[src/rtl/ysyx_25030081_ifu_pkg.sv]
// Shared types and constants for the ysyx_25030081 instruction fetch unit.
package ysyx_25030081_ifu_pkg;

  typedef enum logic [1:0] {
    IDLE = 2'd0,
    REQ  = 2'd1,
    WAIT = 2'd2,
    HOLD = 2'd3
  } ifu_state_t;

  localparam logic [31:0] RESET_PC_DEFAULT = 32'h8000_0000;
  localparam logic [31:0] INST_NOP         = 32'h0000_0013;

  function automatic logic is_aligned(input logic [1:0] lsb);
    return (lsb == 2'b00);
  endfunction

endpackage

[src/rtl/ysyx_25030081_pc_reg.sv]
// Architectural PC register: async active-low reset to RESET_PC, loads d when we is high.
module ysyx_25030081_pc_reg
  import ysyx_25030081_ifu_pkg::*;
#(
  parameter int                    DATA_WIDTH = 32,
  parameter logic [DATA_WIDTH-1:0] RESET_PC   = RESET_PC_DEFAULT
) (
  input  logic                  clk,
  input  logic                  rst_n,
  input  logic                  we,
  input  logic [DATA_WIDTH-1:0] d,
  output logic [DATA_WIDTH-1:0] q
);

  logic [DATA_WIDTH-1:0] pc_r;

  // PC storage, written only on the decode handshake
  always_ff @(posedge clk or negedge rst_n) begin
    if (!rst_n) begin
      pc_r <= RESET_PC;
    end else if (we) begin
      pc_r <= d;
    end
  end

  assign q = pc_r;

endmodule

[src/rtl/ysyx_25030081_ifu.sv]
// Instruction fetch unit: PC ownership, imem request/response FSM and decode buffer.
// Optional macro YSYX_25030081_IFU_ALIGN_CHECK_EN turns misaligned fetches into local faults.
module ysyx_25030081_ifu
  import ysyx_25030081_ifu_pkg::*;
#(
  parameter int                    DATA_WIDTH = 32,
  parameter logic [DATA_WIDTH-1:0] RESET_PC   = RESET_PC_DEFAULT
) (
  input  logic                  clk,
  input  logic                  rst_n,
  input  logic [DATA_WIDTH-1:0] next_pc,
  output logic [DATA_WIDTH-1:0] pc,
  output logic                  imem_req_valid,
  input  logic                  imem_req_ready,
  output logic [DATA_WIDTH-1:0] imem_req_addr,
  input  logic                  imem_rsp_valid,
  input  logic [DATA_WIDTH-1:0] imem_rsp_data,
  input  logic                  imem_rsp_err,
  output logic                  inst_valid,
  input  logic                  inst_ready,
  output logic [DATA_WIDTH-1:0] inst,
  output logic [DATA_WIDTH-1:0] inst_pc,
  output logic                  inst_err
);

  localparam logic [1:0] S_IDLE = IDLE;
  localparam logic [1:0] S_REQ  = REQ;
  localparam logic [1:0] S_WAIT = WAIT;
  localparam logic [1:0] S_HOLD = HOLD;

  logic [1:0]            state_r;
  logic [1:0]            state_nxt_s;
  logic                  req_valid_r;
  logic                  inst_valid_r;
  logic                  inst_err_r;
  logic [DATA_WIDTH-1:0] inst_r;
  logic [DATA_WIDTH-1:0] pc_s;
  logic [DATA_WIDTH-1:0] pc_nxt_s;
  logic                  pc_we_s;
  logic                  misalign_s;
  logic                  misalign_nxt_s;

  assign pc_we_s  = inst_valid_r & inst_ready;
  assign pc_nxt_s = pc_we_s ? next_pc : pc_s;

`ifdef YSYX_25030081_IFU_ALIGN_CHECK_EN
  assign misalign_s     = ~is_aligned(pc_s[1:0]);
  assign misalign_nxt_s = ~is_aligned(pc_nxt_s[1:0]);
`else
  assign misalign_s     = 1'b0;
  assign misalign_nxt_s = 1'b0;
`endif

  ysyx_25030081_pc_reg #(
    .DATA_WIDTH (DATA_WIDTH),
    .RESET_PC   (RESET_PC)
  ) u_pc_reg (
    .clk   (clk),
    .rst_n (rst_n),
    .we    (pc_we_s),
    .d     (next_pc),
    .q     (pc_s)
  );

  // Fetch FSM next-state decode
  always_comb begin
    state_nxt_s = state_r;
    case (state_r)
      S_IDLE: state_nxt_s = S_REQ;
      S_REQ: begin
        if (misalign_s) begin
          state_nxt_s = S_HOLD;
        end else if (imem_req_ready) begin
          state_nxt_s = S_WAIT;
        end else begin
          state_nxt_s = S_REQ;
        end
      end
      S_WAIT: begin
        if (imem_rsp_valid) begin
          state_nxt_s = S_HOLD;
        end else begin
          state_nxt_s = S_WAIT;
        end
      end
      S_HOLD: begin
        if (inst_ready) begin
          state_nxt_s = S_REQ;
        end else begin
          state_nxt_s = S_HOLD;
        end
      end
      default: state_nxt_s = S_IDLE;
    endcase
  end

  // State plus handshake valids, registered from the next state so outputs are glitch-free
  always_ff @(posedge clk or negedge rst_n) begin
    if (!rst_n) begin
      state_r      <= S_IDLE;
      req_valid_r  <= 1'b0;
      inst_valid_r <= 1'b0;
    end else begin
      state_r      <= state_nxt_s;
      req_valid_r  <= (state_nxt_s == S_REQ) & ~misalign_nxt_s;
      inst_valid_r <= (state_nxt_s == S_HOLD);
    end
  end

  // Instruction buffer; a misaligned fetch is delivered as a zero word with the fault flag
  always_ff @(posedge clk or negedge rst_n) begin
    if (!rst_n) begin
      inst_r     <= {DATA_WIDTH{1'b0}};
      inst_err_r <= 1'b0;
    end else if ((state_r == S_WAIT) && imem_rsp_valid) begin
      inst_r     <= imem_rsp_data;
      inst_err_r <= imem_rsp_err;
    end else if ((state_r == S_REQ) && misalign_s) begin
      inst_r     <= {DATA_WIDTH{1'b0}};
      inst_err_r <= 1'b1;
    end
  end

  assign pc             = pc_s;
  assign imem_req_addr  = pc_s;
  assign imem_req_valid = req_valid_r;
  assign inst_valid     = inst_valid_r;
  assign inst           = inst_r;
  assign inst_pc        = pc_s;
  assign inst_err       = inst_err_r;

endmodule

[config.mk]
export PLATFORM = sky130hd
export DESIGN_NAME = ysyx_25030081_ifu
export DESIGN_NICKNAME = d
export VERILOG_FILES = /design/src/rtl/ysyx_25030081_ifu_pkg.sv /design/src/rtl/ysyx_25030081_pc_reg.sv /design/src/rtl/ysyx_25030081_ifu.sv
export SDC_FILE = /design/constraint.sdc
export NUM_CORES = 1
export LEC_CHECK = 0
export BUFFER_PORTS_ARGS = -buffer_cell sky130_fd_sc_hd__buf_4
export CORE_UTILIZATION = 45
export CTS_CLUSTER_SIZE = 30
export DETAILED_ROUTE_END_ITERATION = 6
export PLACE_DENSITY = 0.84
export SLEW_MARGIN = 20
export SYNTH_ARGS = -nofsm -noshare
export SYNTH_HDL_FRONTEND = slang
export SYNTH_SLANG_ARGS = --single-unit
[constraint.sdc]
create_clock -name clk -period 2.6 [get_ports clk]
set_input_delay 0.26 -clock clk [delete_from_list [all_inputs] [get_ports clk]]
set_output_delay 0.26 -clock clk [all_outputs]
set_load 0.1 [all_outputs]
==> metrics.md, run 1 <==
| Metric | Value |
|---|---|
| Number of detailed-route iterations in the first pass | 4 |
| Tmin final | 1.68 ns |
| Share of the clock period used by the worst path after layout | 0.647 |
| Worst R2R Start | state_r[0]$_DFF_PN0_ |
| Total of fill cells in the finished design | 561 |
| Register bit count reported by yosys | 69 |
| Ant diodes | 0 |
| Setup Crit Path Kind | reg2reg |
| Source-to-sink clock delay at the later pin of the worst-skew pair | 0.33 ns |
| Max_slew headroom | 0.426 |
| Post-Syn Nets | 285 |
| Commonest non-fill, non-tap cell in the layout | sky130_fd_sc_hd__buf_4 |
| Crit. End Element | flip-flop |
| Cell count after placement | 441 |
| Vias in the first global route | 2056 |
| Post_cts resized | 0 |
| Number of nets still failing antenna checks after routing | 0 |
| Clock slew at reported path FFs | 0.07 ns |
| # DRC | 0 |
| Total die area | 0.00742 mm^2 |
| Total number of vias | 2060 |
| Ratio of cells with drive above 1 in the final layout | 0.787 |
| Grt met2 use | 0.320 |
| Result of the run | completed |
| Hold Fails Final Rpt | 0 |
| Number of antenna violations at the first check in global routing | 0 |
| Effective utilization at floorplan | 0.466 |
| Clk buf depth | 2 |
| Fin. max-slew vios | 0 |
| Worst-case reg-to-reg path depth | 2 |
| Fin worst setup slack | 0.919 ns |
| Non-filler instance count after layout | 457 |
| Post-Place Setup Slack | 0.918 ns |
| H-tree depth | 3 |
| Startpoint kind of the worst setup timing path | flip-flop |
| Unrepaired setup endpoints after global routing | false |
| Core area | 0.00683 mm^2 |
| Hold Slack | 0.0367 ns |
| Combined area of all synthesized cells | 0.00319 mm^2 |
| CTS tree | built |
| Leftover overflow at the end of global routing | 0 |
| Routing usage on met1 | 0.219 |
| Total half-perimeter wirelength after legalization and detailed placement | 5230 um |
| Number of standard-cell rows in the floorplan | 30 |
| TritonCTS Sinks | 69 |
| Flop-to-flop setup slack | 0.92 ns |
| Number of distinct library cells after synthesis | 16 |
| Final layout net count | 426 |
| GRT met3 Usage | 0.0500 |
| Global route hottest layer | met2 |
| Top achievable clock speed | 595 MHz |
| Routed Wire Length | 6860 um |
| CP Max Fanout | 33 |
| Routability-driven placement congestion ratio | 0.671 |
| Initial DRC Count | 57 |
| Die width | 86.1 um |
| Clock root buffer | sky130_fd_sc_hd__clkbuf_8 |
| Number of buffers created by CTS | 9 |
| Total track usage | 0.187 |
| First-pass GRT wire length | 10400 um |
| Setup TNS Final | 0 ns |
| Largest net degree at the start of global routing | 70 |
| Die Y-Extent | 86.1 um |
| Count of mapped cells out of synthesis | 215 |
| Hold-fix buffer count after cts | 0 |
| Sequential cell area fraction in the yosys report | 0.542 |
| Critical register-to-register path endpoint | inst[12]$_DFFE_PN0P_ |
| Startpoint of the most critical setup path | state_r[0]$_DFF_PN0_ |
| Number of buffers inserted by port buffering | 200 |
| Setup Fix Bufs, Post-CTS | 0 |
| Average instance area after synthesis | 14.8 um^2 |
| Total of max-cap violations | 0 |
| Routed vias/inst | 4.51 |
| Highest-count cells in the layout ignoring fill and taps | sky130_fd_sc_hd__buf_4 (201), sky130_fd_sc_hd__dfrtp_1 (68), sky130_fd_sc_hd__mux2_2 (35), sky130_fd_sc_hd__mux2_4 (30), sky130_fd_sc_hd__clkbuf_8 (11) |
| Transition at the pin with the smallest max-transition slack | 0.861 ns |
| Layout-stage area growth over the synthesis result | 39.7% |
| Clock Skews | 0.00674 ns |
| Critical Path AT | 1.88 ns |
| Class of the tightest hold or removal check | in2async |
| Final setup violating endpoints | 0 |
| Required @ worst endpoint | 2.80 ns |
| Routed wire length per instance | 15.0 um |
| Warnings, synthesis | 0 |
| Number of primary I/O pins | 201 |
## cells by family (layout without fill, tap and decap cells)
kind of cell    after synthesis  after routing  share of synthesized area
compound gates                5              5                     0.0106
buf+inv                      72            218                      0.171
flops                        69             69                      0.542
mux                          65             65                      0.265
simple gates                  4              4                     0.0110
## registers in the layout, indices dropped and copies added, names as in the netlist
| name | cells |
|---|---|
| state_r | 2 |
| inst_err | 1 |
| u_pc_reg.q | 32 |
| inst | 32 |
| inst_valid | 1 |
| imem_req_valid | 1 |
## worst max-delay path, stage by stage, from the launching register on
cell and delay [ns]:
sky130_fd_sc_hd__dfrtp_1 0.46, sky130_fd_sc_hd__nand3b_4 0.60, sky130_fd_sc_hd__mux2_4 0.50
## routing by layer
metal / vias up / wire [um] / part of all wire
met3: 11 / 505 / 0.074
met4: 0 / 126 / 0.018
met5: - / 0 / 0
met1: 993 / 2580 / 0.38
li1: 943 / - / -
met2: 113 / 3650 / 0.53
## Yosys cell counts (all sizes together)
| cell | number | share of area |
|---|---|---|
| mux2 | 65 | 0.27 |
| nand3b | 1 | 0.0063 |
| a31o | 1 | 0.0027 |
| a211oi | 1 | 0.0024 |
| nand2 | 1 | 0.0012 |
| nor3b | 1 | 0.0024 |
| buf | 71 | 0.17 |
| inv | 1 | 0.0012 |
| dfrtp | 68 | 0.53 |
| nor2 | 1 | 0.0012 |
| a21oi | 1 | 0.0016 |
| a31oi | 2 | 0.0039 |
| dfstp | 1 | 0.0082 |
## worst max-delay path by stage
stage,slack (ns),end
final,0.92,inst[12]$_DFFE_PN0P_
after global routing,0.83,inst[12]$_DFFE_PN0P_
after CTS,0.91,inst[12]$_DFFE_PN0P_
after detailed placement,0.92,inst[3]$_DFFE_PN0P_
after global placement,0.99,inst[9]$_DFFE_PN0P_
after floorplan,0.83,u_pc_reg.q[0]$_DFFE_PN0P_
## layout make-up
class | instances | area [um^2] | share of cell area
clock buffer | 12 | 155 | 0.0349
multi-input combinational | 74 | 913 | 0.205
sequential | 69 | 1730 | 0.388
tap | 96 | 120 | 0.0270
inverter | 1 | 3.75 | 0.000843
timing repair buffer | 201 | 1510 | 0.339
clock inverter | 4 | 22.5 | 0.00506
## metrics by stage
step,util,cell area (um^2)
floorplan,-,3190
global placement,0.626,4270
detailed placement,0.626,4270
CTS,0.652,4450
global route,0.652,4450
finish,0.652,4450
Power of run 1 is left out: the tool's default activity adds up to more than one toggle a clock period on the data nets, which glitch-free logic cannot reach.
==> run 2: changes to the inputs <==
--- a/config.mk
+++ b/config.mk
@@ -6,10 +6,10 @@
 export NUM_CORES = 1
 export LEC_CHECK = 0
 export BUFFER_PORTS_ARGS = -buffer_cell sky130_fd_sc_hd__buf_4
-export CORE_UTILIZATION = 45
+export CORE_UTILIZATION = 39
 export CTS_CLUSTER_SIZE = 30
 export DETAILED_ROUTE_END_ITERATION = 6
-export PLACE_DENSITY = 0.84
+export PLACE_DENSITY = 0.77
 export SLEW_MARGIN = 20
 export SYNTH_ARGS = -nofsm -noshare
 export SYNTH_HDL_FRONTEND = slang
==> constraint.sdc (replaced) <==
create_clock -name clk -period 1.4 [get_ports clk]
set_input_delay 0.14 -clock clk [delete_from_list [all_inputs] [get_ports clk]]
set_output_delay 0.14 -clock clk [all_outputs]
set_load 0.1 [all_outputs]
==> metrics.md, run 2 (synthesized netlist as in run 1, its figures left out) <==
| Metric | Value |
|---|---|
| Family with the most delay on the worst path | flip-flops (was simple AND/OR/NAND/NOR gates) |
| Total of max-cap violations | 0 (unchanged) |
| Clock Skews | 0.00988 ns (was 0.00674 ns) |
| Routed vias/inst | 4.36 (was 4.51) |
| Number of buffers created by CTS | 9 (unchanged) |
| Initial DRC Count | 31 (was 57) |
| Setup Crit Path Kind | reg2out (was reg2reg) |
| Depth of the worst hold-timing path | 2 |
| Critical Path Slowest Stage Cell | sky130_fd_sc_hd__dfstp_2 (was sky130_fd_sc_hd__nand3b_4) |
| CTS tree | built (unchanged) |
| Die width | 92.4 um (was 86.1 um) |
| Total number of vias | 2048 (was 2060) |
| Core area | 0.00781 mm^2 (was 0.00683 mm^2) |
| Unrepaired setup endpoints after global routing | false (unchanged) |
| First-pass GRT wire length | 10300 um (was 10400 um) |
| Tmin final | 1.33 ns |
| Transition at the pin with the smallest max-transition slack | 0.416 ns (was 0.861 ns) |
| Number of antenna violations at the first check in global routing | 0 (unchanged) |
| Source-to-sink clock delay at the later pin of the worst-skew pair | 0.32 ns (was 0.33 ns) |
| Levels on crit path | 1 (was 2) |
| Clk buf depth | 2 (unchanged) |
| Crit. End Element | output port (was flip-flop) |
| Vias in the first global route | 2071 (was 2056) |
| Clock slew at reported path FFs | 0.07 ns (about the same) |
| Flop-to-flop setup slack | 0.14 ns (was 0.92 ns) |
| Class of the tightest hold or removal check | in2reg (was in2async) |
| Total half-perimeter wirelength after legalization and detailed placement | 4960 um (was 5230 um) |
| Layout-stage area growth over the synthesis result | 44.8% (was 39.7%) |
| Final setup violating endpoints | 0 (unchanged) |
| Total die area | 0.00853 mm^2 (was 0.00742 mm^2) |
| Routed wire length per instance | 14.0 um (was 15.0 um) |
| Max_slew headroom | 0.723 (was 0.426) |
| Required @ worst endpoint | 1.26 ns (was 2.80 ns) |
| Effective utilization at floorplan | 0.408 (was 0.466) |
| Ant diodes | 0 (unchanged) |
| Cell breakdown of the critical path | buf_4 (was nand3b_4 > mux2_4) |
| Fin worst setup slack | 0.0727 ns (was 0.919 ns) |
| Number of nets still failing antenna checks after routing | 0 (unchanged) |
| Clock root buffer | sky130_fd_sc_hd__clkbuf_8 (unchanged) |
| Total of fill cells in the finished design | 635 (was 561) |
| Number of detailed-route iterations in the first pass | 4 (unchanged) |
| Share of the clock period used by the worst path after layout | 0.948 |
| Total track usage | 0.155 (was 0.187) |
| Leftover overflow at the end of global routing | 0 (unchanged) |
| Critical Path AT | 1.19 ns (was 1.88 ns) |
| Largest net degree at the start of global routing | 39 (was 70) |
| Routed Wire Length | 6590 um (was 6860 um) |
| # DRC | 0 (unchanged) |
| Cell count after placement | 453 (was 441) |
| Hold Slack | 0.0352 ns (was 0.0367 ns) |
| Number of primary I/O pins | 201 (unchanged) |
| Worst-case reg-to-reg path depth | 3 (was 2) |
| WP buf/inv | 1 (was 0) |
| CP Max Fanout | 4 (was 33) |
| Fin. max-slew vios | 0 (unchanged) |
| Commonest non-fill, non-tap cell in the layout | sky130_fd_sc_hd__buf_4 (unchanged) |
| Startpoint kind of the worst setup timing path | flip-flop (unchanged) |
| Highest-count cells in the layout ignoring fill and taps | sky130_fd_sc_hd__buf_4 (204), sky130_fd_sc_hd__dfrtp_1 (36), sky130_fd_sc_hd__mux2_2 (35), sky130_fd_sc_hd__dfrtp_2 (31), sky130_fd_sc_hd__mux2_4 (30) (was sky130_fd_sc_hd__buf_4 (201), sky130_fd_sc_hd__dfrtp_1 (68), sky130_fd_sc_hd__mux2_2 (35), sky130_fd_sc_hd__mux2_4 (30), sky130_fd_sc_hd__clkbuf_8 (11)) |
| Slowest stage delay, CP | 0.57 ns (was 0.60 ns) |
| Number of buffers inserted by port buffering | 200 (unchanged) |
| Routability-driven placement congestion ratio | 0.739 (was 0.671) |
| Final layout net count | 433 (was 426) |
| Ratio of cells with drive above 1 in the final layout | 0.875 (was 0.787) |
| Hold Fails Final Rpt | 0 (unchanged) |
| Top achievable clock speed | 753 MHz |
| Post-Place Setup Slack | 0.139 ns (was 0.918 ns) |
| H-tree depth | 3 (unchanged) |
| Number of standard-cell rows in the floorplan | 32 (was 30) |
| TritonCTS Sinks | 69 (unchanged) |
| Setup TNS Final | 0 ns (unchanged) |
| Non-filler instance count after layout | 470 (was 457) |
| Result of the run | completed (unchanged) |
| Die Y-Extent | 92.4 um (was 86.1 um) |
[run 2: cell types whose count changed in the layout (fill, tap and decap cells not counted), moves of 3 or more]
cell	before	now
sky130_fd_sc_hd__dfrtp_2	0	31
sky130_fd_sc_hd__buf_12	0	3
sky130_fd_sc_hd__dfrtp_1	68	36
sky130_fd_sc_hd__buf_4	201	204
[run 2: area by class of cell]
cell class	count	area (um^2)	area share
Timing Repair Buffer	208	1600	0.347
Tap cell	102	128	0.0277
Multi-Input combinational cell	74	916	0.199
Inverter	1	3.75	0.000814
Clock buffer	12	145	0.0315
Clock inverter	4	47.5	0.0103
Sequential cell	69	1770	0.384
[run 2: path summary, 6_finish.rpt]
check | start | endpoint
hold reg to reg | inst[12]$_DFFE_PN0P_ | inst[12]$_DFFE_PN0P_
max in group asynchronous | rst_n | u_pc_reg.q[24]$_DFFE_PN0P_
min in group asynchronous | rst_n | u_pc_reg.q[21]$_DFFE_PN0P_
setup reg to reg | inst_valid$_DFF_PN0_ | u_pc_reg.q[2]$_DFFE_PN0P_
hold / removal | inst_ready | inst_valid$_DFF_PN0_
setup / recovery | u_pc_reg.q[31]$_DFFE_PN1P_ | pc[31]
[run 2: stage by stage]
step	util	instance area, um^2
after global placement	0.565	4410
after CTS	0.591	4610
after global routing	0.591	4610
after detailed placement	0.565	4410
after floorplan	-	3240
final	0.591	4610
[run 2: timing repair]
action | CTS | global route
hold endpoints to repair | 30 | 0
resized for setup | 0 | 0
setup buffers | 0 | 0
hold buffers | 1 | 0
[run 2: layer usage]
metal	vias up	track usage	share of wire	wire (um)
met3	9	0.0394	0.077	505
met1	974	0.184	0.40	2620
met2	112	0.263	0.51	3360
met5	-	0	0	0
met4	0	0.0690	0.015	100
li1	953	-	-	-
Power of run 2 is left out for the same reason.
==> run 3: changes to the inputs <==
--- a/config.mk
+++ b/config.mk
@@ -5,6 +5,7 @@
 export SDC_FILE = /design/constraint.sdc
 export NUM_CORES = 1
 export LEC_CHECK = 0
+export ABC_AREA = 1
 export BUFFER_PORTS_ARGS = -buffer_cell sky130_fd_sc_hd__buf_4
 export CORE_UTILIZATION = 39
 export CTS_CLUSTER_SIZE = 30
==> metrics.md, run 3 <==
| Metric | Value |
|---|---|
| Number of primary I/O pins | 201 (unchanged) |
| First-pass GRT wire length | 13000 um (was 10300 um) |
| Routed length on met3 | 584 um (was 505 um) |
| Number of enable flip-flop cells after synthesis | 0 (unchanged) |
| WP buf/inv | 1 (unchanged) |
| Setup Crit Path Kind | reg2out (unchanged) |
| Post-Syn Nets | 437 (was 285) |
| Number of detailed-route iterations in the first pass | 4 (unchanged) |
| Commonest non-fill, non-tap cell in the layout | sky130_fd_sc_hd__buf_4 (unchanged) |
| Final layout net count | 569 (was 433) |
| Warnings, synthesis | 0 (unchanged) |
| Core area | 0.00818 mm^2 (was 0.00781 mm^2) |
| Top cells by instance count after synthesis | sky130_fd_sc_hd__nand2_1 (134), sky130_fd_sc_hd__buf_4 (72), sky130_fd_sc_hd__dfrtp_1 (68) (was sky130_fd_sc_hd__dfrtp_1 (68), sky130_fd_sc_hd__buf_4 (64), sky130_fd_sc_hd__mux2_2 (35)) |
| Largest net degree at the start of global routing | 70 (was 39) |
| Top sig layer | met4 (unchanged) |
| Sequential cell area fraction in the yosys report | 0.527 (was 0.542) |
| Critical Path Slowest Stage Cell | sky130_fd_sc_hd__dfstp_2 (unchanged) |
| Number of standard-cell rows in the floorplan | 33 (was 32) |
| Slowest stage delay, CP | 0.56 ns (was 0.57 ns) |
| Number of distinct library cells after synthesis | 12 (was 16) |
| Initial DRC Count | 127 (was 31) |
| Average instance area after synthesis | 8.94 um^2 (was 14.8 um^2) |
| Total of max-cap violations | 0 (unchanged) |
| Clock Skews | 0.00671 ns (was 0.00988 ns) |
| Ant diodes | 0 (unchanged) |
| Total die area | 0.00878 mm^2 (was 0.00853 mm^2) |
| Layout-stage area growth over the synthesis result | 40.4% (was 44.8%) |
| Combined area of all synthesized cells | 0.00328 mm^2 (was 0.00319 mm^2) |
| Number of antenna violations at the first check in global routing | 0 (unchanged) |
| Routed wire length per instance | 14.0 um (about the same) |
| Final core occ | 0.563 (was 0.591) |
| Routability-driven placement congestion ratio | 0.765 (was 0.739) |
| Main area contributors after synthesis | sky130_fd_sc_hd__dfrtp_1 (52%), sky130_fd_sc_hd__buf_4 (16%), sky130_fd_sc_hd__nand2_1 (15%), sky130_fd_sc_hd__nand4_1 (6.3%), sky130_fd_sc_hd__nand3_1 (5.2%) (was sky130_fd_sc_hd__dfrtp_1 (53%), sky130_fd_sc_hd__buf_4 (15%), sky130_fd_sc_hd__mux2_4 (14%), sky130_fd_sc_hd__mux2_2 (12%), sky130_fd_sc_hd__buf_6 (1.4%)) |
| Count of mapped cells out of synthesis | 367 (was 215) |
| Tmin final | 1.32 ns (was 1.33 ns) |
| Setup TNS Final | 0 ns (unchanged) |
| Post-synthesis cell type with the largest combined area | sky130_fd_sc_hd__dfrtp_1 (unchanged) |
| Total half-perimeter wirelength after legalization and detailed placement | 6070 um (was 4960 um) |
| Transition at the pin with the smallest max-transition slack | 0.359 ns (was 0.416 ns) |
| Total number of vias | 2855 (was 2048) |
| CP Max Fanout | 4 (unchanged) |
| Unrepaired setup endpoints after global routing | false (unchanged) |
| Register bit count reported by yosys | 69 (unchanged) |
| Critical Path AT | 1.18 ns (was 1.19 ns) |
| Number of buffers created by CTS | 9 (unchanged) |
| Effective utilization at floorplan | 0.401 (was 0.408) |
| Vias in the first global route | 2523 (was 2071) |
| Fin. max-slew vios | 0 (unchanged) |
| H-tree depth | 3 (unchanged) |
| Proportion of synthesized flip-flops having asynchronous set or reset | 1.00 (unchanged) |
| Fin worst setup slack | 0.0796 ns (was 0.0727 ns) |
| Hold Slack | 0.0398 ns (was 0.0352 ns) |
| Clock slew at reported path FFs | 0.08 ns (was 0.07 ns) |
| Share of the clock period used by the worst path after layout | 0.943 (was 0.948) |
| Class of the tightest hold or removal check | in2reg (unchanged) |
| Highest-count cells in the layout ignoring fill and taps | sky130_fd_sc_hd__buf_4 (205), sky130_fd_sc_hd__nand2_1 (134), sky130_fd_sc_hd__dfrtp_1 (36), sky130_fd_sc_hd__nand3_1 (34), sky130_fd_sc_hd__nand4_1 (33) (was sky130_fd_sc_hd__buf_4 (204), sky130_fd_sc_hd__dfrtp_1 (36), sky130_fd_sc_hd__mux2_2 (35), sky130_fd_sc_hd__dfrtp_2 (31), sky130_fd_sc_hd__mux2_4 (30)) |
| Final setup violating endpoints | 0 (unchanged) |
| Number of nets still failing antenna checks after routing | 0 (unchanged) |
| # DRC | 0 (unchanged) |
| Routed length on met2 | 4240 um (was 3360 um) |
| TritonCTS Sinks | 69 (unchanged) |
| CTS tree | built (unchanged) |
| Total track usage | 0.192 (was 0.155) |
| Crit. End Element | output port (unchanged) |
| Max_slew headroom | 0.761 (was 0.723) |
| Depth of the worst hold-timing path | 3 (was 2) |
| Top achievable clock speed | 757 MHz (was 753 MHz) |
| Met1 WL | 3550 um (was 2620 um) |
| Routed vias/inst | 4.69 (was 4.36) |
| Clk buf depth | 2 (unchanged) |
| Post-Place Setup Slack | 0.267 ns (was 0.139 ns) |
| Cell breakdown of the critical path | buf_4 (unchanged) |
| Clock root buffer | sky130_fd_sc_hd__clkbuf_8 (unchanged) |
| Hold Fails Final Rpt | 0 (unchanged) |
| Top cell type's share of synthesized area | 0.519 (was 0.534) |
| Routed Wire Length | 8510 um (was 6590 um) |
| Most instantiated flip-flop cell in the synthesis netlist | sky130_fd_sc_hd__dfrtp_1 (unchanged) |
| Startpoint kind of the worst setup timing path | flip-flop (unchanged) |
| Required @ worst endpoint | 1.26 ns (about the same) |
| Leftover overflow at the end of global routing | 0 (unchanged) |
| Die Y-Extent | 93.7 um (was 92.4 um) |
| Levels on crit path | 1 (unchanged) |
| Family with the most delay on the worst path | flip-flops (unchanged) |
| Ratio of cells with drive above 1 in the final layout | 0.514 (was 0.875) |
| Result of the run | completed (unchanged) |
| Most used standard cell by instance count after synthesis | sky130_fd_sc_hd__nand2_1 (was sky130_fd_sc_hd__dfrtp_1) |
| Source-to-sink clock delay at the later pin of the worst-skew pair | 0.33 ns (was 0.32 ns) |
| Worst-case reg-to-reg path depth | 4 (was 3) |
| Number of buffers inserted by port buffering | 200 (unchanged) |
| Die width | 93.7 um (was 92.4 um) |
run 3: cell types whose count changed after synthesis, moves of 2 or more:
cell                      change
sky130_fd_sc_hd__nand2_1    +133
sky130_fd_sc_hd__mux2_2      -35
sky130_fd_sc_hd__nand3_1     +34
sky130_fd_sc_hd__nand4_1     +33
sky130_fd_sc_hd__mux2_4      -30
sky130_fd_sc_hd__buf_2       +14
sky130_fd_sc_hd__buf_4        +8
sky130_fd_sc_hd__buf_6        -4
sky130_fd_sc_hd__inv_1        +3
sky130_fd_sc_hd__a31oi_1      -2
run 3: metrics by stage:
| stage | cell area, um^2 | std cells |
|---|---|---|
| after global placement | 4430 | 592 |
| after CTS | 4600 | 609 |
| after global routing | 4600 | 609 |
| final | 4600 | 609 |
| after floorplan | 3320 | 367 |
| after detailed placement | 4430 | 592 |
run 3: what timing repair did:
item / CTS / global route
setup endpoints to repair: 0 / 1
hold buffers: 1 / 0
endpoints found under the hold margin: 68 / 0
setup buffers: 0 / 0
gates resized for setup: 0 / 1
run 3: routing by layer:
| layer | track usage | up-vias |
|---|---|---|
| met5 | 0 | - |
| met4 | 0.0692 | 0 |
| met3 | 0.0445 | 14 |
| met2 | 0.305 | 128 |
| met1 | 0.255 | 1333 |
| li1 | - | 1380 |
run 3: layout make-up:
type	count	area [um^2]
Fill cell	738	3570
Sequential cell	69	1770
Timing Repair Buffer	210	1620
Multi-Input combinational cell	204	907
Clock buffer	11	131
Tap cell	105	131
Clock inverter	5	27.5
Inverter	5	18.8
run 3: path summary, 6_finish.rpt:
| path | from | end | slack [ns] |
|---|---|---|---|
| worst max-delay path | u_pc_reg.q[31]$_DFFE_PN1P_ | pc[31] | 0.08 |
| worst min-delay path | next_pc[20] | u_pc_reg.q[20]$_DFFE_PN0P_ | 0.04 |
| worst max register to register | state_r[0]$_DFF_PN0_ | inst_err$_DFFE_PN0P_ | 0.29 |
| worst min register to register | inst[28]$_DFFE_PN0P_ | inst[28]$_DFFE_PN0P_ | 0.47 |
| max in group asynchronous | rst_n | u_pc_reg.q[31]$_DFFE_PN1P_ | 0.72 |
| min in group asynchronous | rst_n | inst[24]$_DFFE_PN0P_ | 0.36 |
run 3: cells by family (layout without fill, tap and decap cells):
group / count (synthesis) / in the layout / synth area share
flip-flops: 69 / 69 / 0.527
buffers and inverters: 94 / 231 / 0.196
AND/OR/NAND/NOR: 204 / 204 / 0.277
Power of run 3 is left out for the same reason.
